--- src/rtl/remote_cmd_responder.sv ---
// MazeRunner end of the Bluetooth command link: 8N1 UART receiver that pairs bytes
// into 16-bit commands, plus a one-byte response transmitter. RX and TX are independent.
module remote_cmd_responder #(
  parameter int BAUD_DIV    = 2604,
  parameter int TIMEOUT_CYC = 131072
) (
  input  logic        clk,
  input  logic        rst,
  input  logic        RX,
  output logic        TX,
  output logic [15:0] cmd,
  output logic        cmd_rdy,
  input  logic        clr_cmd_rdy,
  input  logic [7:0]  resp,
  input  logic        send_resp,
  output logic        resp_sent,
  output logic        tx_busy,
  output logic        frm_err
);

  localparam logic [11:0] BAUD_RELOAD = 12'(BAUD_DIV - 1);
  localparam logic [11:0] BAUD_HALF   = 12'(BAUD_DIV / 2);
  localparam logic [17:0] TMO_LAST    = 18'(TIMEOUT_CYC - 1);

  typedef enum logic [1:0] {
    RX_IDLE  = 2'd0,
    RX_START = 2'd1,
    RX_DATA  = 2'd2,
    RX_STOP  = 2'd3
  } rx_state_e;

  typedef enum logic {
    AS_HIGH = 1'b0,
    AS_LOW  = 1'b1
  } as_state_e;

  typedef enum logic {
    TX_IDLE = 1'b0,
    TX_XMIT = 1'b1
  } tx_state_e;

  rx_state_e   rx_state_q;
  logic        rx_meta_q;
  logic        rx_sync_q;
  logic [11:0] rx_cnt_q;
  logic [2:0]  rx_bit_q;
  logic [8:0]  rx_sh_q;
  logic        frm_err_q;

  as_state_e   as_state_q;
  logic [7:0]  high_q;
  logic [17:0] tmo_q;
  logic [15:0] cmd_q;
  logic        cmd_rdy_q;

  tx_state_e   tx_state_q;
  logic [9:0]  tx_sh_q;
  logic [11:0] tx_cnt_q;
  logic [3:0]  tx_bit_q;
  logic        tx_busy_q;
  logic        resp_sent_q;

  logic        byte_done;
  logic        frm_det;
  logic        start_ok;
  logic [7:0]  rx_byte;

  // The shifter carries the start bit down to bit 0, so a good frame is start=0 and stop=1.
  assign rx_byte = rx_sh_q[8:1];

  // Receiver events, decoded in the cycle the deciding sample is taken.
  always_comb begin
    byte_done = 1'b0;
    frm_det   = 1'b0;
    start_ok  = 1'b0;
    if (rx_cnt_q == 12'd0) begin
      case (rx_state_q)
        RX_START: start_ok = ~rx_sync_q;
        RX_STOP: begin
          byte_done = rx_sync_q & ~rx_sh_q[0];
          frm_det   = ~rx_sync_q;
        end
        default: begin
          byte_done = 1'b0;
          frm_det   = 1'b0;
          start_ok  = 1'b0;
        end
      endcase
    end else begin
      byte_done = 1'b0;
      frm_det   = 1'b0;
      start_ok  = 1'b0;
    end
  end

  // UART receiver: synchronizer, start-bit qualification and bit sampling.
  always_ff @(posedge clk) begin
    if (rst) begin
      rx_meta_q  <= 1'b1;
      rx_sync_q  <= 1'b1;
      rx_state_q <= RX_IDLE;
      rx_cnt_q   <= 12'd0;
      rx_bit_q   <= 3'd0;
      rx_sh_q    <= 9'd0;
      frm_err_q  <= 1'b0;
    end else begin
      rx_meta_q <= RX;
      rx_sync_q <= rx_meta_q;
      frm_err_q <= frm_det;
      case (rx_state_q)
        RX_IDLE: begin
          if (!rx_sync_q) begin
            rx_state_q <= RX_START;
            rx_cnt_q   <= BAUD_HALF;
          end
        end
        RX_START: begin
          if (rx_cnt_q != 12'd0) begin
            rx_cnt_q <= rx_cnt_q - 12'd1;
          end else if (rx_sync_q) begin
            rx_state_q <= RX_IDLE;
          end else begin
            rx_state_q <= RX_DATA;
            rx_cnt_q   <= BAUD_RELOAD;
            rx_bit_q   <= 3'd0;
            rx_sh_q    <= {rx_sync_q, 8'h00};
          end
        end
        RX_DATA: begin
          if (rx_cnt_q != 12'd0) begin
            rx_cnt_q <= rx_cnt_q - 12'd1;
          end else begin
            rx_sh_q  <= {rx_sync_q, rx_sh_q[8:1]};
            rx_cnt_q <= BAUD_RELOAD;
            rx_bit_q <= rx_bit_q + 3'd1;
            if (rx_bit_q == 3'd7) begin
              rx_state_q <= RX_STOP;
            end
          end
        end
        RX_STOP: begin
          if (rx_cnt_q != 12'd0) begin
            rx_cnt_q <= rx_cnt_q - 12'd1;
          end else begin
            rx_state_q <= RX_IDLE;
          end
        end
        default: rx_state_q <= RX_IDLE;
      endcase
    end
  end

  // Byte pairing with partial-command timeout, and the cmd/cmd_rdy handshake.
  always_ff @(posedge clk) begin
    if (rst) begin
      as_state_q <= AS_HIGH;
      high_q     <= 8'd0;
      tmo_q      <= 18'd0;
      cmd_q      <= 16'd0;
      cmd_rdy_q  <= 1'b0;
    end else begin
      case (as_state_q)
        AS_HIGH: begin
          if (byte_done) begin
            high_q     <= rx_byte;
            tmo_q      <= 18'd0;
            as_state_q <= AS_LOW;
          end
        end
        AS_LOW: begin
          if (byte_done) begin
            cmd_q      <= {high_q, rx_byte};
            as_state_q <= AS_HIGH;
          end else if (frm_det || (tmo_q >= TMO_LAST)) begin
            high_q     <= 8'd0;
            as_state_q <= AS_HIGH;
          end else if (tmo_q != 18'h3FFFF) begin
            tmo_q <= tmo_q + 18'd1;
          end
        end
        default: as_state_q <= AS_HIGH;
      endcase

      // A completed command beats a simultaneous acknowledge.
      if ((as_state_q == AS_LOW) && byte_done) begin
        cmd_rdy_q <= 1'b1;
      end else if (clr_cmd_rdy || ((as_state_q == AS_HIGH) && start_ok)) begin
        cmd_rdy_q <= 1'b0;
      end
    end
  end

  // Response transmitter; TX is bit 0 of the shifter, which idles at 1.
  always_ff @(posedge clk) begin
    if (rst) begin
      tx_state_q  <= TX_IDLE;
      tx_sh_q     <= 10'h3FF;
      tx_cnt_q    <= 12'd0;
      tx_bit_q    <= 4'd0;
      tx_busy_q   <= 1'b0;
      resp_sent_q <= 1'b0;
    end else begin
      resp_sent_q <= 1'b0;
      case (tx_state_q)
        TX_IDLE: begin
          if (send_resp) begin
            tx_sh_q    <= {1'b1, resp, 1'b0};
            tx_cnt_q   <= BAUD_RELOAD;
            tx_bit_q   <= 4'd0;
            tx_busy_q  <= 1'b1;
            tx_state_q <= TX_XMIT;
          end
        end
        TX_XMIT: begin
          if (tx_cnt_q != 12'd0) begin
            tx_cnt_q <= tx_cnt_q - 12'd1;
          end else begin
            tx_sh_q  <= {1'b1, tx_sh_q[9:1]};
            tx_cnt_q <= BAUD_RELOAD;
            tx_bit_q <= tx_bit_q + 4'd1;
            if (tx_bit_q == 4'd9) begin
              tx_state_q  <= TX_IDLE;
              tx_busy_q   <= 1'b0;
              resp_sent_q <= 1'b1;
            end
          end
        end
        default: tx_state_q <= TX_IDLE;
      endcase
    end
  end

  assign TX        = tx_sh_q[0];
  assign cmd       = cmd_q;
  assign cmd_rdy   = cmd_rdy_q;
  assign resp_sent = resp_sent_q;
  assign tx_busy   = tx_busy_q;
  assign frm_err   = frm_err_q;

endmodule

--- config.mk ---
export PLATFORM = sky130hd
export DESIGN_NAME = remote_cmd_responder
export DESIGN_NICKNAME = d
export VERILOG_FILES = /design/src/rtl/remote_cmd_responder.sv
export SDC_FILE = /design/constraint.sdc
export NUM_CORES = 1
export LEC_CHECK = 0
export BUFFER_PORTS_ARGS = -buffer_cell sky130_fd_sc_hd__buf_2
export CORE_MARGIN = 5
export CORE_UTILIZATION = 50
export DETAILED_ROUTE_END_ITERATION = 12
export PLACE_DENSITY_LB_ADDON = 0.15
export SLEW_MARGIN = 30
export SYNTH_ARGS = -nofsm -noshare
export SYNTH_HDL_FRONTEND = slang
export SYNTH_SLANG_ARGS = --single-unit
--- constraint.sdc ---
create_clock -name clk -period 3.5 [get_ports clk]
set_clock_uncertainty 0.2 [all_clocks]
set_input_delay 0.7 -clock clk [delete_from_list [all_inputs] [get_ports clk]]
set_output_delay 0.7 -clock clk [all_outputs]
set_load 0.05 [all_outputs]
==> impl_metrics.tcl <==
set metrics [dict create \
    numCtsBuffers 9 \
    path_class "reg -> reg" \
    antenna_found_initial 0 \
    postCtsSetupRepairBufs 0 \
    hold_viol 0 \
    antenna_cells 0 \
    die_w_um 108 \
    row_count 35 \
    min_period_ns 3.05 \
    slew_violations 0 \
    fin_hold_ws_ns 0.222 \
    start_util_pct 51.7 \
    overflow 0 \
    p_seq_share_pct 46.3 \
    worst_pin_slew_ns 0.896 \
    p_switching_mw 0.967 \
    syn-cell-area_um2 4820 \
    die-area_um2 11700 \
    cp-end-kind "flop" \
    ant_nets 0 \
    h-tree-depth 3 \
    drive_above_1_share_pct 14.8 \
    grt_max_degree 53 \
    synth_edf_count 0 \
    p_leak_nw 1.89 \
    grt_pass1_vias 3900 \
    synthToLayoutAreaGrowth_pct 9.37 \
    grt_use_total_pct 18.8 \
    cap_viol_max_count 0 \
    avgViaCountPerCell 5.81 \
    routabilityCongestion 0.872 \
    top_level_ports 34 \
    p_clk_share_pct 28.4 \
    nFillCells 882 \
    drt_pass1_iterations 5 \
    fin_ws_ns 0.450 \
    path_cells "inv_1 > ha_1 > nor2b_1 > and4_1 > and3_1 > ha_1 > nor2b_1 > or2_2 > a31oi_1 > buf_4 > o21ai_0 > o31ai_1" \
    intPower_mw 1.81 \
    drc 0 \
    setup_viol 0 \
    dr.first_iter.drc_count 213 \
    ys.flop_type "dfxtp_1" \
    fin_crit_sh_pct 87.2 \
    cp_max_fo 11 \
    maxClockFrequency_ghz 0.328 \
    ys_warn_count 0 \
    clock-root-buffer "clkbuf_8" \
    design.core.area_um2 9330 \
    crit_slowest_cell "dfxtp_1" \
    ys_seq_area_share_pct 42.0 \
    slew_headroom_pct 40.0 \
    cpPeakStageDelay_ns 0.34 \
    routed_wire_length_per_instance_um 14.9 \
    cts-resized-gates 0 \
    clk_latency_ns 0.37 \
    preCtsSetupSlack_ns 0.513 \
    finalSetupTns_ns 0 \
    synth_seq_cells 101 \
    cts.path.max_buffers 2 \
    fp.dieH_um 108 \
    wirelength_mm 10.5 \
    grt_pass1_wl_mm 18.2 \
    hpwl_mm 7.12 \
    ys_types 66 \
    synth_nets 577 \
    synthCells 549 \
    cts.clk_slew.worst_paths_ns 0.10 \
    ctsHoldBuffers 0 \
    peakVddDrop_v 0.000452 \
    syn_avg_cell_area_um2 8.78 \
    hold_path.class "reg -> reg" \
    tritoncts "done" \
    arrival_ns 3.13 \
    critPathRequiredTime_ns 3.57 \
    cp-start-kind "flop" \
    p_sw_share_pct 34.8 \
    port_buffers 33 \
    status "completed" \
    vias 4087 \
    numClockSinks 101 \
    ys_async_sr_fraction_pct 0 \
    final_net_count 597 \
    combPwrFrac_pct 25.3 \
    p_per_area_nw_per_um2 527 \
    rsz0062_at_grt "no" \
]
sequential cells by signal, summed over array words and instances (netlist names), named ones only:
name,flops
rx_meta_q,1
rx_state_q,1
tx_busy,1
high_q,8
tx_sh_q,9
rx_cnt_q,12
rx_sync_q,1
tmo_q,18
resp_sent,1
cmd,16
as_state_q,1
tx_state_q,1
tx_bit_q,4
frm_err,1
tx_cnt_q,12
rx_bit_q,3
rx_sh_q,9
cmd_rdy,1
power by group through the flow:
stage	clock [mW]	combinational (mW)	sequential [mW]
2_1_floorplan	0	0.554	1.29
3_3_place_gp	0	0.676	1.31
3_5_place_dp	0	0.693	1.31
4_1_cts	0.816	0.697	1.28
5_1_grt	0.852	0.784	1.29
6_report	0.789	0.703	1.28
logic make-up (layout without fill, tap and decap cells):
logic type / Yosys count / after routing / synth area share (%)
and+or+nand+nor: 220 / 220 / 25.3
xor gates and xnor gates: 6 / 6 / 1.09
muxes: 18 / 18 / 3.74
AOI/OAI and AO/OA: 142 / 142 / 19.7
buffers and inverters: 47 / 72 / 4.36
DFF: 101 / 101 / 42.0
adders and majority gates: 15 / 15 / 3.90
cell type report:
cell class	instances	area (µm²)	share of cell area, %
clock buffer	9	124	2.35
clock inverter	7	91.3	1.73
inverter	14	52.6	0.997
multi-input combinational	401	2590	49.1
sequential	101	2020	38.4
tap	129	161	3.06
timing repair buffer	42	233	4.42
critical path: cells and delay by family (launching register included):
kind / cells / cell delay [ns]
buf+inv: 2 / 0.30
simple gates: 5 / 1.27
fa+ha+maj: 2 / 0.51
flops: 1 / 0.34
compound gates: 3 / 0.34
layer usage:
layer | vias to the layer above | track usage (%) | wire (µm)
met1 | 1919 | 24.2 | 4960
met5 | - | 0 | 0
met3 | 12 | 3.88 | 423
met2 | 85 | 32.1 | 5010
met4 | 0 | 5.14 | 112
li1 | 2071 | - | -
metrics by stage:
stage | power (mW) | utilization [%] | instances | area [µm²]
CTS | 2.80 | 56.5 | 703 | 5270
global placement | 1.98 | 54.2 | 687 | 5050
global route | 2.93 | 56.5 | 703 | 5270
detailed placement | 2.00 | 54.2 | 687 | 5050
finish | 2.78 | 56.5 | 703 | 5270
floorplan | 1.85 | - | 549 | 4820
synth_stat cells (4+ instances only):
cell | number | area, µm²
a211oi_1 | 11 | 82.6
a21oi_1 | 43 | 215
a22o_1 | 8 | 70.1
a31oi_1 | 8 | 50.1
and3_1 | 4 | 25.0
buf_1 | 4 | 15.0
buf_2 | 5 | 25.0
clkbuf_1 | 18 | 67.6
dfxtp_1 | 101 | 2020
ha_1 | 15 | 188
inv_1 | 14 | 52.6
mux2i_1 | 18 | 180
nand2_1 | 39 | 146
nand2b_1 | 5 | 31.3
nand3_1 | 18 | 90.1
nand3b_1 | 4 | 30.0
nand4_1 | 23 | 144
nor2_1 | 52 | 195
nor2b_1 | 14 | 87.6
nor3_1 | 19 | 95.1
nor4_1 | 5 | 31.3
o21ai_0 | 23 | 115
o21ai_1 | 5 | 25.0
o221a_2 | 5 | 56.3
o31ai_1 | 8 | 60.1
or2_2 | 7 | 43.8
or3_1 | 5 | 31.3
xor2_1 | 4 | 35.0
cells in the final DEF, fill, tap and decap left out, drive strengths merged, types with 3 or more instances in the layout:
cell type / count
nor2b: 14
mux2i: 18
nor4: 8
inv: 17
a31oi: 9
o221a: 5
ha: 15
nor3: 21
o211ai: 3
nand2b: 5
a31o: 3
nand3b: 4
clkbuf: 9
xor2: 4
nand3: 18
a22o: 8
or2: 7
and2: 3
buf: 42
dfxtp: 101
or4: 5
a41oi: 3
nand2: 39
and3: 4
o21ai: 29
or3: 5
a21oi: 44
o31ai: 8
o21a: 3
nand4: 25
a211oi: 11
nor4b: 3
nor2: 52
worst paths after layout:
| path | startpoint | end | slack (ns) | cells after the start |
|---|---|---|---|---|
| setup / recovery | rx_cnt_q[0]$_SDFFE_PP0P_ | tmo_q[12]$_SDFFE_PP0P_ | 0.45 | 12 |
| hold / removal | rx_meta_q$_SDFF_PP1_ | rx_sync_q$_SDFF_PP1_ | 0.22 | 1 |
| setup reg to reg | rx_cnt_q[0]$_SDFFE_PP0P_ | tmo_q[12]$_SDFFE_PP0P_ | 0.45 | 12 |
| hold reg to reg | rx_meta_q$_SDFF_PP1_ | rx_sync_q$_SDFF_PP1_ | 0.22 | 1 |
No activity file was read; power rests on OpenSTA's default activity.
